$ cat src/rtl/fifo_pkg.sv
// fifo_pkg: shared occupancy encoding and output-buffer depth for the FWFT read stage
package fifo_pkg;
    localparam int DEPTH_OUT = 2;
    typedef enum logic [1:0] {EMPTY = 2'd0, ONE = 2'd1, FULL = 2'd2} occ_t;
endpackage

$ cat src/rtl/fwft_buf.sv
// fwft_buf: two-entry head/tail register pair holding words already read from RAM
module fwft_buf
    import fifo_pkg::*;
#(
    parameter int DATA_WIDTH = 8
) (
    input  logic                  clock,
    input  logic                  reset,
    input  logic                  push,
    input  logic                  pop,
    input  logic [DATA_WIDTH-1:0] din,
    output logic [DATA_WIDTH-1:0] dout,
    output occ_t                  occ
);
    logic [DATA_WIDTH-1:0] head, tail, head_nxt, tail_nxt;
    occ_t occ_nxt;
    always_ff @(posedge clock) begin
        if (reset) begin
            occ  <= EMPTY;
            head <= '0;
            tail <= '0;
        end else begin
            occ  <= occ_nxt;
            head <= head_nxt;
            tail <= tail_nxt;
        end
    end
    // push with pop on a single word replaces the head directly; on a full pair the tail shifts up
    always_comb begin
        occ_nxt  = occ;
        head_nxt = head;
        tail_nxt = tail;
        case (occ)
            EMPTY: begin
                head_nxt = push ? din : head;
                occ_nxt  = push ? ONE : EMPTY;
            end
            ONE: begin
                head_nxt = (push && pop) ? din : head;
                tail_nxt = (push && !pop) ? din : tail;
                occ_nxt  = (push && !pop) ? FULL : (!push && pop) ? EMPTY : ONE;
            end
            FULL: begin
                head_nxt = pop ? tail : head;
                tail_nxt = (pop && push) ? din : tail;
                occ_nxt  = (pop && !push) ? ONE : FULL;
            end
            default: occ_nxt = EMPTY;
        endcase
    end
    assign dout = head;
endmodule

$ cat src/rtl/fifo_fwft.sv
// fifo_fwft: turns an empty/inc FIFO read port into a first-word-fall-through valid/ready stream
// Define FIFO_FWFT_LEVEL_EN to expose out_level (words owned by this stage, buffered plus in flight).
module fifo_fwft
    import fifo_pkg::*;
#(
    parameter int DATA_WIDTH = 8,
    parameter int DEPTH_OUT  = 2
) (
    input  logic                  clock,
    input  logic                  reset,
    input  logic                  empty,
    output logic                  rd_inc,
    input  logic [DATA_WIDTH-1:0] rd_data,
    output logic                  out_valid,
    input  logic                  out_ready,
    output logic [DATA_WIDTH-1:0] out_data
`ifdef FIFO_FWFT_LEVEL_EN
    ,
    output logic [1:0]            out_level
`endif
);
    if (DEPTH_OUT != fifo_pkg::DEPTH_OUT) begin : g_bad_depth
        $error("fifo_fwft: DEPTH_OUT must be 2");
    end
    occ_t occ;
    logic inflight, pop;
    logic [1:0] level, need;
    assign pop       = out_valid && out_ready;
    assign out_valid = occ != EMPTY;
    assign level     = occ + 2'(inflight);
    // fetch only if the word arriving next cycle is guaranteed a free slot
    assign need      = level - 2'(pop);
    assign rd_inc    = !reset && !empty && need <= 2'd1;
    always_ff @(posedge clock) begin
        inflight <= reset ? 1'b0 : rd_inc;
    end
    fwft_buf #(.DATA_WIDTH(DATA_WIDTH)) u_buf (
        .clock (clock),
        .reset (reset),
        .push  (inflight),
        .pop   (pop),
        .din   (rd_data),
        .dout  (out_data),
        .occ   (occ)
    );
`ifdef FIFO_FWFT_LEVEL_EN
    assign out_level = level;
`endif
endmodule

$ cat config.mk
export PLATFORM = sky130hd
export DESIGN_NAME = fifo_fwft
export DESIGN_NICKNAME = d
export VERILOG_FILES = /design/src/rtl/fifo_pkg.sv /design/src/rtl/fwft_buf.sv /design/src/rtl/fifo_fwft.sv
export SDC_FILE = /design/constraint.sdc
export NUM_CORES = 1
export LEC_CHECK = 0
export ABC_AREA = 0
export CAP_MARGIN = 20
export CORE_MARGIN = 3
export CORE_UTILIZATION = 45
export DETAILED_ROUTE_END_ITERATION = 16
export HOLD_SLACK_MARGIN = 0.1
export PLACE_DENSITY = 0.79
export REMOVE_ABC_BUFFERS = 1
export SKIP_LAST_GASP = 1
export SYNTH_ARGS = -nofsm -noshare
export SYNTH_HDL_FRONTEND = slang
export SYNTH_SLANG_ARGS = --single-unit
$ cat constraint.sdc
create_clock -name clock -period 3.9 [get_ports clock]
set_clock_uncertainty 0.1 [all_clocks]
set_input_delay 1.17 -clock clock [delete_from_list [all_inputs] [get_ports clock]]
set_output_delay 1.17 -clock clock [all_outputs]
set_load 0.02 [all_outputs]
==> out/qor.tcl <==
set qor(timing.final.hold_violations) 0
set qor(internal-power_uw) 331.3
set qor(synth_top_area_share_pct) 36.71
set qor(clkSinkCount) 19
set qor(final_period_minus_worst_setup_slack_ns) 3.624
set qor(vias_per_cell) 5.422
set qor(design.final.nets) 145
set qor(post_synth_inst_count) 105
set qor(worst_setup_path_end_kind) {output pin}
set qor(most_frequent_cell_after_synthesis) {dfxtp_1}
set qor(timing.critical_path.fanout_max) 2
set qor(netlist-cell-type-count) 24
set qor(min_period_over_period_pct) 92.93
set qor(timing.critical_path.to) {rd_inc}
set qor(asyncSetResetFlopFracSynth_pct) 0
set qor(die_x_um) 53.98
set qor(drt-wirelength-per-cell_um) 12.92
set qor(dp_slack_ns) -0.1488
set qor(critical_path.reg2reg.endpoint) {u_buf.tail[0]}
set qor(hpwlAfterDp_um) 1520
set qor(drv_cap) 0
set qor(post_cts_setup_bufs) 0
set qor(grt_first_pass_wirelength_um) 3443
set qor(maxClockFrequency_ghz) 0.2759
set qor(synth_mux_area_share_pct) 8.696
set qor(switching_power_share_of_the_total_pct) 30.31
set qor(worst-setup-path-type) {in2out}
set qor(synth_sequential_area_ratio_pct) 36.71
set qor(clock_tree.htree_level_count) 1
set qor(required_ns) 2.63
set qor(switchingPower_uw) 144.1
set qor(synthSimpleGateAreaFrac_pct) 20.89
set qor(power_per_cell_area_nw_per_um2) 375.8
set qor(clockPowerShare_pct) 20.2
set qor(antenna-diode-count) 0
set qor(drive_gt1_share_pct) 17.32
set qor(cells_on_worst_reg2reg_path) 9
set qor(io_pins) 22
set qor(relative_contribution_of_sequential_cells_to_total_power_pct) 48.0
set qor(clock_tree_from_tritoncts) {yes}
set qor(area_share_of_xor_xnor_cells_in_the_synthesized_design_pct) 0.8454
set qor(synth.cell_area_um2) 1036
set qor(run_status) {finished, final reports clean}
set qor(clock_latency_ns) 0.29
set qor(max_slew_margin_pct) 38.36
set qor(initial_utilization_pct) 50.24
set qor(number_of_global_route_vias_before_repair) 758
set qor(std_cell_rows) 16
set qor(worstReg2RegStart) {u_buf.occ[0]}
set qor(overall_fraction_of_global_route_tracks_in_use_pct) 16.30
set qor(setup_failing_eps_final) 0
set qor(yosys_most_used_dff) {dfxtp_1}
set qor(vdd.ir_drop.worst_uv) 281.5
set qor(cts.hold.buffers_added) 0
set qor(hp-class) {reg2reg}
set qor(cts_resized) 1
set qor(detail_route.drc_violations) 0
set qor(worstSetupStartpointType) {primary input}
set qor(ant_nets) 0
set qor(synth_enable_flop_cells) 0
set qor(placed_area_um2) 1244
set qor(finalWirelength_um) 1989
set qor(aggregate_global_routing_overflow) 0
set qor(layout.cell_area.non_filler_um2) 1265
set qor(synth_top_family_by_area) {simple AND/OR/NAND/NOR gates}
set qor(synth_fa_ha_area_share_pct) 6.039
set qor(cellLeakagePower_uw) 0.0004624
set qor(synth_common_cells) {dfxtp_1 (19), a211oi_1 (17), nor3_1 (12)}
set qor(final_max_slew_viol_count) 0
set qor(cts-root-to-sink-buffers) 2
set qor(ys_top_cells_by_area) {dfxtp_1 (37%), a211oi_1 (12%), mux2i_1 (8.7%)}
set qor(route.vias.total) 835
set qor(path_clk_slew_ns) 0.10
set qor(grt_start_max_net_pins) 22
set qor(cts-root-buf) {clkbuf_4}
set qor(core_um2) 2062
set qor(yosys_warnings) 0
set qor(port_buffers) 21
set qor(number_of_antenna_violations_at_the_first_check_in_global_routing) 0
set qor(power.share.combinational_pct) 31.8
set qor(min_setup_slack_post_route_ns) 0.2755
set qor(setup.reg_to_reg.worst_slack_ns) 1.55
set qor(area_growth_syn_to_layout_pct) 22.10
set qor(syn-mean-instance-area_um2) 9.867
set qor(firstDrtPassIters) 4
set qor(gp_routability_congestion) 0.7305
set qor(cp_data_arrival_time_ns) 2.35
set qor(drt-initial-drc-count) 19
set qor(synth-compound-area-share_pct) 18.96
set qor(synth_largest_area_cell) {dfxtp_1}
set qor(die_height_um) 53.98
set qor(cts_buf_count) 3
set qor(worst_pin_slew_ns) 0.9168
set qor(fp.dieArea_um2) 2914
set qor(grt_setup_unrepaired) {no}
set qor(synth-seq-cells) 19
set qor(setup.worst_path.start) {out_ready}
set qor(finish.utilization_pct) 61.35
kinds of logic after synthesis:
kind of cell    count (synthesis)
simple gates                   36
compound gates                 23
flops                          19
buf+inv                        12
mux                             9
fa+ha+maj                       5
xor+xnor                        1
per-stage QoR:
step | hold WS [ns] | instances | total power (uW) | TNS, ns
2_1_floorplan | 0.3613 | 99 | 323.5 | 0
5_1_grt | 0.4523 | 154 | 505.6 | 0
3_3_place_gp | 0.3731 | 150 | 381.3 | -0.1635
6_report | 0.4144 | 154 | 475.4 | 0
3_5_place_dp | 0.3913 | 150 | 386.8 | -0.1488
4_1_cts | 0.4178 | 154 | 482.2 | 0
final cells by class:
| cell class | instances | area (um2) |
|---|---|---|
| repair buffers | 24 | 227.7 |
| flip-flops and latches | 19 | 380.4 |
| well taps | 27 | 33.78 |
| multi-input cells | 74 | 574.3 |
| fillers | 201 | 797.0 |
| inverters | 6 | 22.52 |
| clock buffers | 4 | 26.28 |
power groups by stage:
| stage | clock network, uW | logic, uW | registers (uW) |
|---|---|---|---|
| 6_report | 95.9 | 151 | 228 |
| 5_1_grt | 107 | 167 | 232 |
| 3_3_place_gp | 0 | 150 | 231 |
| 4_1_cts | 100 | 154 | 228 |
| 3_5_place_dp | 0 | 154 | 233 |
| 2_1_floorplan | 0 | 76.0 | 247 |
worst max-delay path: stages:
cell	delay, ns
clkdlybuf4s50_1	0.49
nand2b_2	0.08
mux2i_1	0.18
xnor2_1	0.10
nor3_1	0.14
clkbuf_2	0.19
how the worst min path moves through the flow:
stage               slack [ns]  cells after the start            end     startpoint
global route              0.45                      2  u_buf.tail[1]  u_buf.tail[1]
floorplan                 0.36                      2  u_buf.tail[0]  u_buf.tail[0]
finish                    0.41                      2  u_buf.tail[0]  u_buf.tail[0]
global placement          0.37                      2  u_buf.tail[1]  u_buf.tail[1]
detailed placement        0.39                      2  u_buf.tail[4]  u_buf.tail[4]
CTS                       0.42                      2  u_buf.tail[4]  u_buf.tail[4]
per-layer routing:
| layer | wire, um | GRT usage (%) | part of all wire [%] | vias to the layer above |
|---|---|---|---|---|
| met3 | 113 | 4.155 | 5.7 | 2 |
| li1 | - | - | - | 426 |
| met5 | 0 | 0 | 0 | - |
| met4 | 10 | 4.979 | 0.50 | 0 |
| met2 | 981 | 28.02 | 49 | 22 |
| met1 | 884 | 19.77 | 44 | 385 |
cell usage in the layout, fill, tap and decap left out:
master / netlist / final
nand2b_2: 1 / 1
clkbuf_4: 0 / 3
ha_1: 5 / 5
buf_4: 0 / 3
nor3_1: 12 / 12
and2b_2: 9 / 9
o31ai_1: 1 / 1
and2_2: 1 / 1
dfxtp_1: 19 / 19
o21ai_0: 1 / 1
nor2_1: 9 / 9
clkdlybuf4s50_1: 0 / 20
clkbuf_2: 0 / 1
nor4_2: 1 / 1
xnor2_1: 1 / 1
nand3b_1: 1 / 1
clkbuf_1: 1 / 1
a211oi_1: 17 / 17
a221oi_1: 1 / 1
a211oi_2: 1 / 1
mux2i_1: 9 / 9
a21o_2: 1 / 1
nand2_1: 2 / 2
a221oi_4: 1 / 1
inv_1: 6 / 6
state kept, by name, summed over array words and instances, names as in the netlist:
register	flops
inflight	1
u_buf.occ	2
u_buf.dout	8
u_buf.tail	8
No activity file was read; power rests on OpenSTA's default activity.
